**config.mk**
```make
export PLATFORM = sky130hd
export DESIGN_NAME = data_memory_ctrl
export DESIGN_NICKNAME = d
export VERILOG_FILES = /design/src/rtl/data_memory_ctrl_pkg.sv /design/src/rtl/dmem_array.sv /design/src/rtl/data_memory_ctrl.sv
export SDC_FILE = /design/constraint.sdc
export NUM_CORES = 2
export LEC_CHECK = 0
export BUFFER_PORTS_ARGS = -buffer_cell sky130_fd_sc_hd__buf_2
export CAP_MARGIN = 20
export CELL_PAD_IN_SITES_DETAIL_PLACEMENT = 1
export CELL_PAD_IN_SITES_GLOBAL_PLACEMENT = 2
export CORE_MARGIN = 3
export CORE_UTILIZATION = 35
export CTS_CLUSTER_DIAMETER = 80
export DETAILED_ROUTE_END_ITERATION = 6
export GPL_TIMING_DRIVEN = 0
export PLACE_DENSITY = 0.65
export SYNTH_ARGS = -nofsm -noshare
export SYNTH_HDL_FRONTEND = slang
export SYNTH_MEMORY_MAX_BITS = 65536
export SYNTH_SLANG_ARGS = --single-unit
```
**constraint.sdc**
```tcl
create_clock -name clk -period 3.9 [get_ports clk]
set_input_delay 0 -clock clk [delete_from_list [all_inputs] [get_ports clk]]
set_output_delay 0 -clock clk [all_outputs]
set_load 0.01 [all_outputs]
```
**src/rtl/data_memory_ctrl_pkg.sv**
```systemverilog
// ---------------------------------------------------------------------------
// data_memory_ctrl_pkg
//   Default geometry and the read-FSM state type for data_memory_ctrl.
//   Optional feature macro used by the design: DMEM_PARITY_EN.
// ---------------------------------------------------------------------------
package data_memory_ctrl_pkg;

    localparam int DMEM_DATA_W = 19;   // data word width
    localparam int DMEM_DEPTH  = 256;  // number of words
    localparam int DMEM_ADDR_W = 8;    // address width, DEPTH <= 2**ADDR_W
    localparam int DMEM_RD_LAT = 2;    // read latency in cycles, 1..4

    typedef enum logic [1:0] {
        S_IDLE = 2'd0,
        S_READ = 2'd1,
        S_DONE = 2'd2
    } dmem_state_t;

endpackage : data_memory_ctrl_pkg

```
**src/rtl/dmem_array.sv**
```systemverilog
// ---------------------------------------------------------------------------
// dmem_array
//   Word storage: one synchronous write port, one asynchronous read port.
//   Ports:
//     clk      in  clock
//     wr_en    in  write strobe (already qualified by the caller)
//     wr_addr  in  write word address
//     wr_data  in  write word
//     rd_addr  in  read word address
//     rd_data  out word at rd_addr (combinational)
//   WIDTH is DATA_W, or DATA_W+1 when DMEM_PARITY_EN adds a parity bit.
// ---------------------------------------------------------------------------
module dmem_array #(
    parameter int WIDTH  = 19,
    parameter int DEPTH  = 256,
    parameter int ADDR_W = 8
) (
    input  logic              clk,
    input  logic              wr_en,
    input  logic [ADDR_W-1:0] wr_addr,
    input  logic [WIDTH-1:0]  wr_data,
    input  logic [ADDR_W-1:0] rd_addr,
    output logic [WIDTH-1:0]  rd_data
);

    logic [WIDTH-1:0] mem [DEPTH];

    // NOTE: storage has no reset; clearing every word would turn the array
    // into flops with a reset tree instead of a plain memory.
    always_ff @(posedge clk) begin
        if (wr_en) begin
            mem[wr_addr] <= wr_data;
        end
    end

    assign rd_data = mem[rd_addr];

endmodule : dmem_array

```
**src/rtl/data_memory_ctrl.sv**
```systemverilog
// ---------------------------------------------------------------------------
// data_memory_ctrl
//   Single-port data memory with a fixed-latency read FSM (IDLE/READ/DONE),
//   write-first read data, out-of-range detection and optional even parity.
//   Optional feature macro: DMEM_PARITY_EN (stores a parity bit per word and
//   reports mismatches on par_err; when undefined par_err stays 0).
//   Ports:
//     clk       in  clock, rising edge
//     rst_n     in  asynchronous active-low reset
//     WR_EN_DM  in  write request, accepted in every state
//     RD_EN_DM  in  read request, accepted only while idle
//     address   in  word address for either request
//     data_in   in  write data
//     data_out  out registered read data, held until the next read completes
//     rd_valid  out one-cycle pulse when data_out updates
//     busy      out high while a read is in flight
//     addr_err  out one-cycle pulse for an out-of-range access
//     par_err   out parity mismatch, pulses with rd_valid
// ---------------------------------------------------------------------------
module data_memory_ctrl
    import data_memory_ctrl_pkg::*;
#(
    parameter int DATA_W = DMEM_DATA_W,
    parameter int DEPTH  = DMEM_DEPTH,
    parameter int ADDR_W = DMEM_ADDR_W,
    parameter int RD_LAT = DMEM_RD_LAT
) (
    input  logic              clk,
    input  logic              rst_n,
    input  logic              WR_EN_DM,
    input  logic              RD_EN_DM,
    input  logic [ADDR_W-1:0] address,
    input  logic [DATA_W-1:0] data_in,
    output logic [DATA_W-1:0] data_out,
    output logic              rd_valid,
    output logic              busy,
    output logic              addr_err,
    output logic              par_err
);

`ifdef DMEM_PARITY_EN
    localparam int MEM_W = DATA_W + 1;
`else
    localparam int MEM_W = DATA_W;
`endif

    localparam int                CNT_W     = 2;
    localparam logic [CNT_W-1:0]  CNT_LOAD  = CNT_W'(RD_LAT - 1);
    // One extra bit so DEPTH == 2**ADDR_W still compares correctly.
    localparam logic [ADDR_W:0]   DEPTH_LIM = (ADDR_W + 1)'(DEPTH);

    dmem_state_t       state;
    logic [CNT_W-1:0]  cnt;
    logic [ADDR_W-1:0] rd_addr;

    logic              wr_in_range;
    logic              rd_in_range;
    logic              mem_wr_en;
    logic              fwd_hit;
    logic [MEM_W-1:0]  wr_word;
    logic [MEM_W-1:0]  rd_word;
    logic [DATA_W-1:0] done_data;
    logic              done_par_bad;

    // Unsigned range checks; out-of-range addresses are never folded back
    // into the array.
    assign wr_in_range = {1'b0, address} < DEPTH_LIM;
    assign rd_in_range = {1'b0, rd_addr} < DEPTH_LIM;
    assign mem_wr_en   = WR_EN_DM && wr_in_range;

    // A write landing on the in-flight address at the DONE edge commits to
    // the array on that same edge, so its data is forwarded to data_out.
    assign fwd_hit     = mem_wr_en && (address == rd_addr);

`ifdef DMEM_PARITY_EN
    // Even parity: stored bit makes the total number of ones even.
    assign wr_word      = {^data_in, data_in};
    assign done_par_bad = !fwd_hit && (^rd_word);
`else
    assign wr_word      = data_in;
    assign done_par_bad = 1'b0;
`endif

    assign done_data = fwd_hit ? data_in : rd_word[DATA_W-1:0];

    dmem_array #(
        .WIDTH  (MEM_W),
        .DEPTH  (DEPTH),
        .ADDR_W (ADDR_W)
    ) u_array (
        .clk     (clk),
        .wr_en   (mem_wr_en),
        .wr_addr (address),
        .wr_data (wr_word),
        .rd_addr (rd_addr),
        .rd_data (rd_word)
    );

    assign busy = (state != S_IDLE);

    // NOTE: every register here uses <= so all flops sample pre-edge values
    // regardless of statement order.
    always_ff @(posedge clk or negedge rst_n) begin
        if (!rst_n) begin
            state    <= S_IDLE;
            cnt      <= '0;
            rd_addr  <= '0;
            data_out <= '0;
            rd_valid <= 1'b0;
            addr_err <= 1'b0;
            par_err  <= 1'b0;
        end else begin
            rd_valid <= 1'b0;
            par_err  <= 1'b0;
            // Dropped out-of-range write is reported in the following cycle.
            addr_err <= WR_EN_DM && !wr_in_range;

            case (state)
                S_IDLE: begin
                    if (RD_EN_DM) begin
                        rd_addr <= address;
                        cnt     <= CNT_LOAD;
                        state   <= (RD_LAT == 1) ? S_DONE : S_READ;
                    end
                end
                S_READ: begin
                    cnt <= cnt - 1'b1;
                    // Counter reaching zero on this edge moves to DONE.
                    if (cnt <= CNT_W'(1)) begin
                        state <= S_DONE;
                    end
                end
                S_DONE: begin
                    rd_valid <= 1'b1;
                    state    <= S_IDLE;
                    if (rd_in_range) begin
                        data_out <= done_data;
                        par_err  <= done_par_bad;
                    end else begin
                        data_out <= '0;
                        addr_err <= 1'b1;
                    end
                end
                default: state <= S_IDLE;
            endcase
        end
    end

endmodule : data_memory_ctrl

```
==> results.toml <==
[yosys]
synth.area.top_cells = "edfxtp_1 78%, mux4_2 10%, mux2i_1 4.3%"
synthCells = 8797
yosysUniqueCellTypes = 64
yosys_warnings = 0
synth_top_area_share = 0.778
synth_most_common_cell = "edfxtp_1"
yosys.area.top_type = "edfxtp_1"
netlist_area_um2 = 188000
syn_area_per_cell_um2 = 21.3
async_reset_ff_frac = 0.00654
synth_commonest_cells = "4,864 x edfxtp_1, 849 x mux4_2, 798 x mux2i_1"
ys_ff_latch = 4896
synth_edf_count = 4864
synth_seq_area_share = 0.782
synth_ff_type = "edfxtp_1"

[cells_and_area]
nNetsFinal = 9838
area_growth_pct = 19.7
drive_gt1_frac = 0.284
num-fill-cells = 49800
final_area_um2 = 225000

[power]
power.leakage_nw = 71.2
p_sw_frac = 0.339
p_int_w = 0.104
seq_power_share = 0.370
ir_drop_mv = 0.563
combPwrFrac = 0.319
power_switching_w = 0.0537
powerDensity_nw_per_um2 = 704
power_frac_clock = 0.310

[route]
vias_per_cell = 5.71
drtPass1Iterations = 6
num_vias = 99300
drc = 0
ant_nets = 0
drt-total-wl_um = 631000
routedWlPerCell_um = 36.3
drt_iter0_drc = 13700

[worst_setup_path]
rr_startpoint = "rd_addr[6]$_DFFE_PN0P_"
cp-end-kind = "flop"
required_ns = 4.85
arrival_ns = 4.97
startpoint_type = "flop"
rr_worst_depth = 9
reg2reg_to = "data_out[17]$_DFFE_PN0P_"
path_max_fanout = 10
timing_worst_setup_path_type = "flop to flop"
r2r_slack_ns = -0.12

[floorplan]
die_w_um = 738
num_rows = 268
core-area_um2 = 533000
die_area_um2 = 545000
initial_utilization = 0.352
ios = 54
die_h_um = 738

[sta]
period_needed_ns = 4.02
hold_viol_final = 0
fin_ws_ns = -0.123
maxSlewHeadroom = 0.162
period_share = 1.03
setup_violations = 16
tightestPinTransition_ns = 1.26
skew_ns = 0.0843
drv_slew = 0
timing.fmax_mhz = 249
tns_ns = -0.371
rsz0062_at_grt = "true"

[hold_path]
holdPathStages = 2
hold-path-endpoint = "u_array.mem[89][7]$_DFFE_PP_"
hold_class = "primary input to flop"
min_from = "data_in[7]"

[clock_network]
cts-root-buf = "clkbuf_16"
h-tree-depth = 6
cts_buffers = 528
cts_sinks = 4896
clkTransAtPathRegs_ns = 0.06
cts_tree = "built"
cts_max_path_buffers = 4
clock_latency_ns = 1.12

[place]
dp_hpwl_um = 428000
routabilityCongestion = 0.932
dpl_worst_slack_ns = -2.19
io_buffers = 47
placed_cell_area_um2 = 204000

[global_routing]
grt_max_degree = 146
grt_pass1_wl_um = 856000
antenna_found_initial = 62
overflow = 0
grt_pass1_vias = 101000
grt.total_usage = 0.225

[flow_run]
drv_cap = 0

[run_status]
violations = "setup timing"
status = "complete, but fails checks"
## critical path: stages, from the launching register on
cell	delay (ns)
dfrtp_1	0.68
clkbuf_2	0.56
nor2b_1	0.42
clkbuf_2	0.40
o211ai_1	0.42
nor4_2	0.55
buf_4	0.30
a2111oi_4	0.09
buf_4	0.25
a21o_1	0.19
## flip-flops by register name, indices dropped and copies added, names as in the netlist
name,cells
u_array.mem,4864
rd_valid,1
cnt,2
state,2
data_out,19
rd_addr,8
## power by group through the flow
stage	clock network [W]	registers, W	logic (W)
CTS	0.0498	0.0585	0.0494
finish	0.0491	0.0586	0.0505
global placement	0	0.0598	0.0444
global route	0.0519	0.0585	0.0517
floorplan	0	0.0594	0.0244
detailed placement	0	0.0595	0.0463
## cell type report
type / count / area (um2) / share of cell area
Clock inverter: 296 / 2940 / 0.0131
Timing Repair Buffer: 489 / 7390 / 0.0329
Multi-Input combinational cell: 3358 / 40300 / 0.179
Antenna cell: 27 / 67.6 / 0.000301
Inverter: 7 / 27.5 / 0.000123
Clock buffer: 632 / 13800 / 0.0614
Tap cell: 7155 / 8950 / 0.0399
Sequential cell: 4896 / 147000 / 0.654
Buffer: 526 / 4260 / 0.0190
## kinds of logic after synthesis
| kind of cell | after synthesis | share of synthesized area |
|---|---|---|
| AOI/OAI and AO/OA | 924 | 0.0353 |
| DFF | 4896 | 0.782 |
| and+or+nand+nor | 738 | 0.0189 |
| muxes | 1685 | 0.147 |
| buffers and inverters | 544 | 0.0161 |
| other | 1 | 0.0000200 |
| xor gates and xnor gates | 8 | 0.000373 |
| adders and majority gates | 1 | 0.0000667 |
## cell usage in the layout (no fill, tap or decap), types with 89 or more instances in the layout
cell type  count
a22oi_1      344
buf_16       111
buf_2         95
buf_4        132
buf_6         90
buf_8        239
clkbuf_1     219
clkbuf_16    536
clkbuf_2      89
clkinv_1     122
edfxtp_1    4864
mux2i_1      798
mux4_2       849
nor2_2       230
o22ai_1      178
## layer usage
metal | GRT usage | routed length (um) | vias up
li1 | - | - | 39200
met1 | 0.306 | 254000 | 54200
met2 | 0.354 | 292000 | 4899
met3 | 0.0524 | 58500 | 994
met4 | 0.0820 | 26200 | 16
met5 | 0 | 110 | -
## through the flow
stage / total power, W / hold WS (ns) / instances / utilization
6_report: 0.158 / 0.0792 / 17400 / 0.421
5_1_grt: 0.162 / 0.0538 / 17400 / 0.421
4_1_cts: 0.158 / 0.0119 / 17300 / 0.419
3_5_place_dp: 0.106 / 0.190 / 16300 / 0.382
3_3_place_gp: 0.104 / 0.169 / 16000 / 0.369
2_1_floorplan: 0.0838 / -0.296 / 8798 / -
## worst max-delay path by stage
stage                     slack [ns]              startpoint                        to
after floorplan                 1.31  rd_addr[1]$_DFFE_PN0P_  data_out[12]$_DFFE_PN0P_
after global placement         -4.51  rd_addr[1]$_DFFE_PN0P_  data_out[13]$_DFFE_PN0P_
after detailed placement       -2.19  rd_addr[1]$_DFFE_PN0P_  data_out[17]$_DFFE_PN0P_
after CTS                      -0.04  rd_addr[0]$_DFFE_PN0P_  data_out[17]$_DFFE_PN0P_
after global routing           -0.03  rd_addr[0]$_DFFE_PN0P_   data_out[3]$_DFFE_PN0P_
final                          -0.12  rd_addr[6]$_DFFE_PN0P_  data_out[17]$_DFFE_PN0P_
## what timing repair did
action | in CTS | in global routing
resized for setup | 580 | 97
hold buffers | 55 | 0
setup buffers | 9 | 43
setup endpoints to repair | 19 | 19
hold endpoints to repair | 4389 | 0
pin swaps | 61 | 36
(Power assumes the default switching activity.)
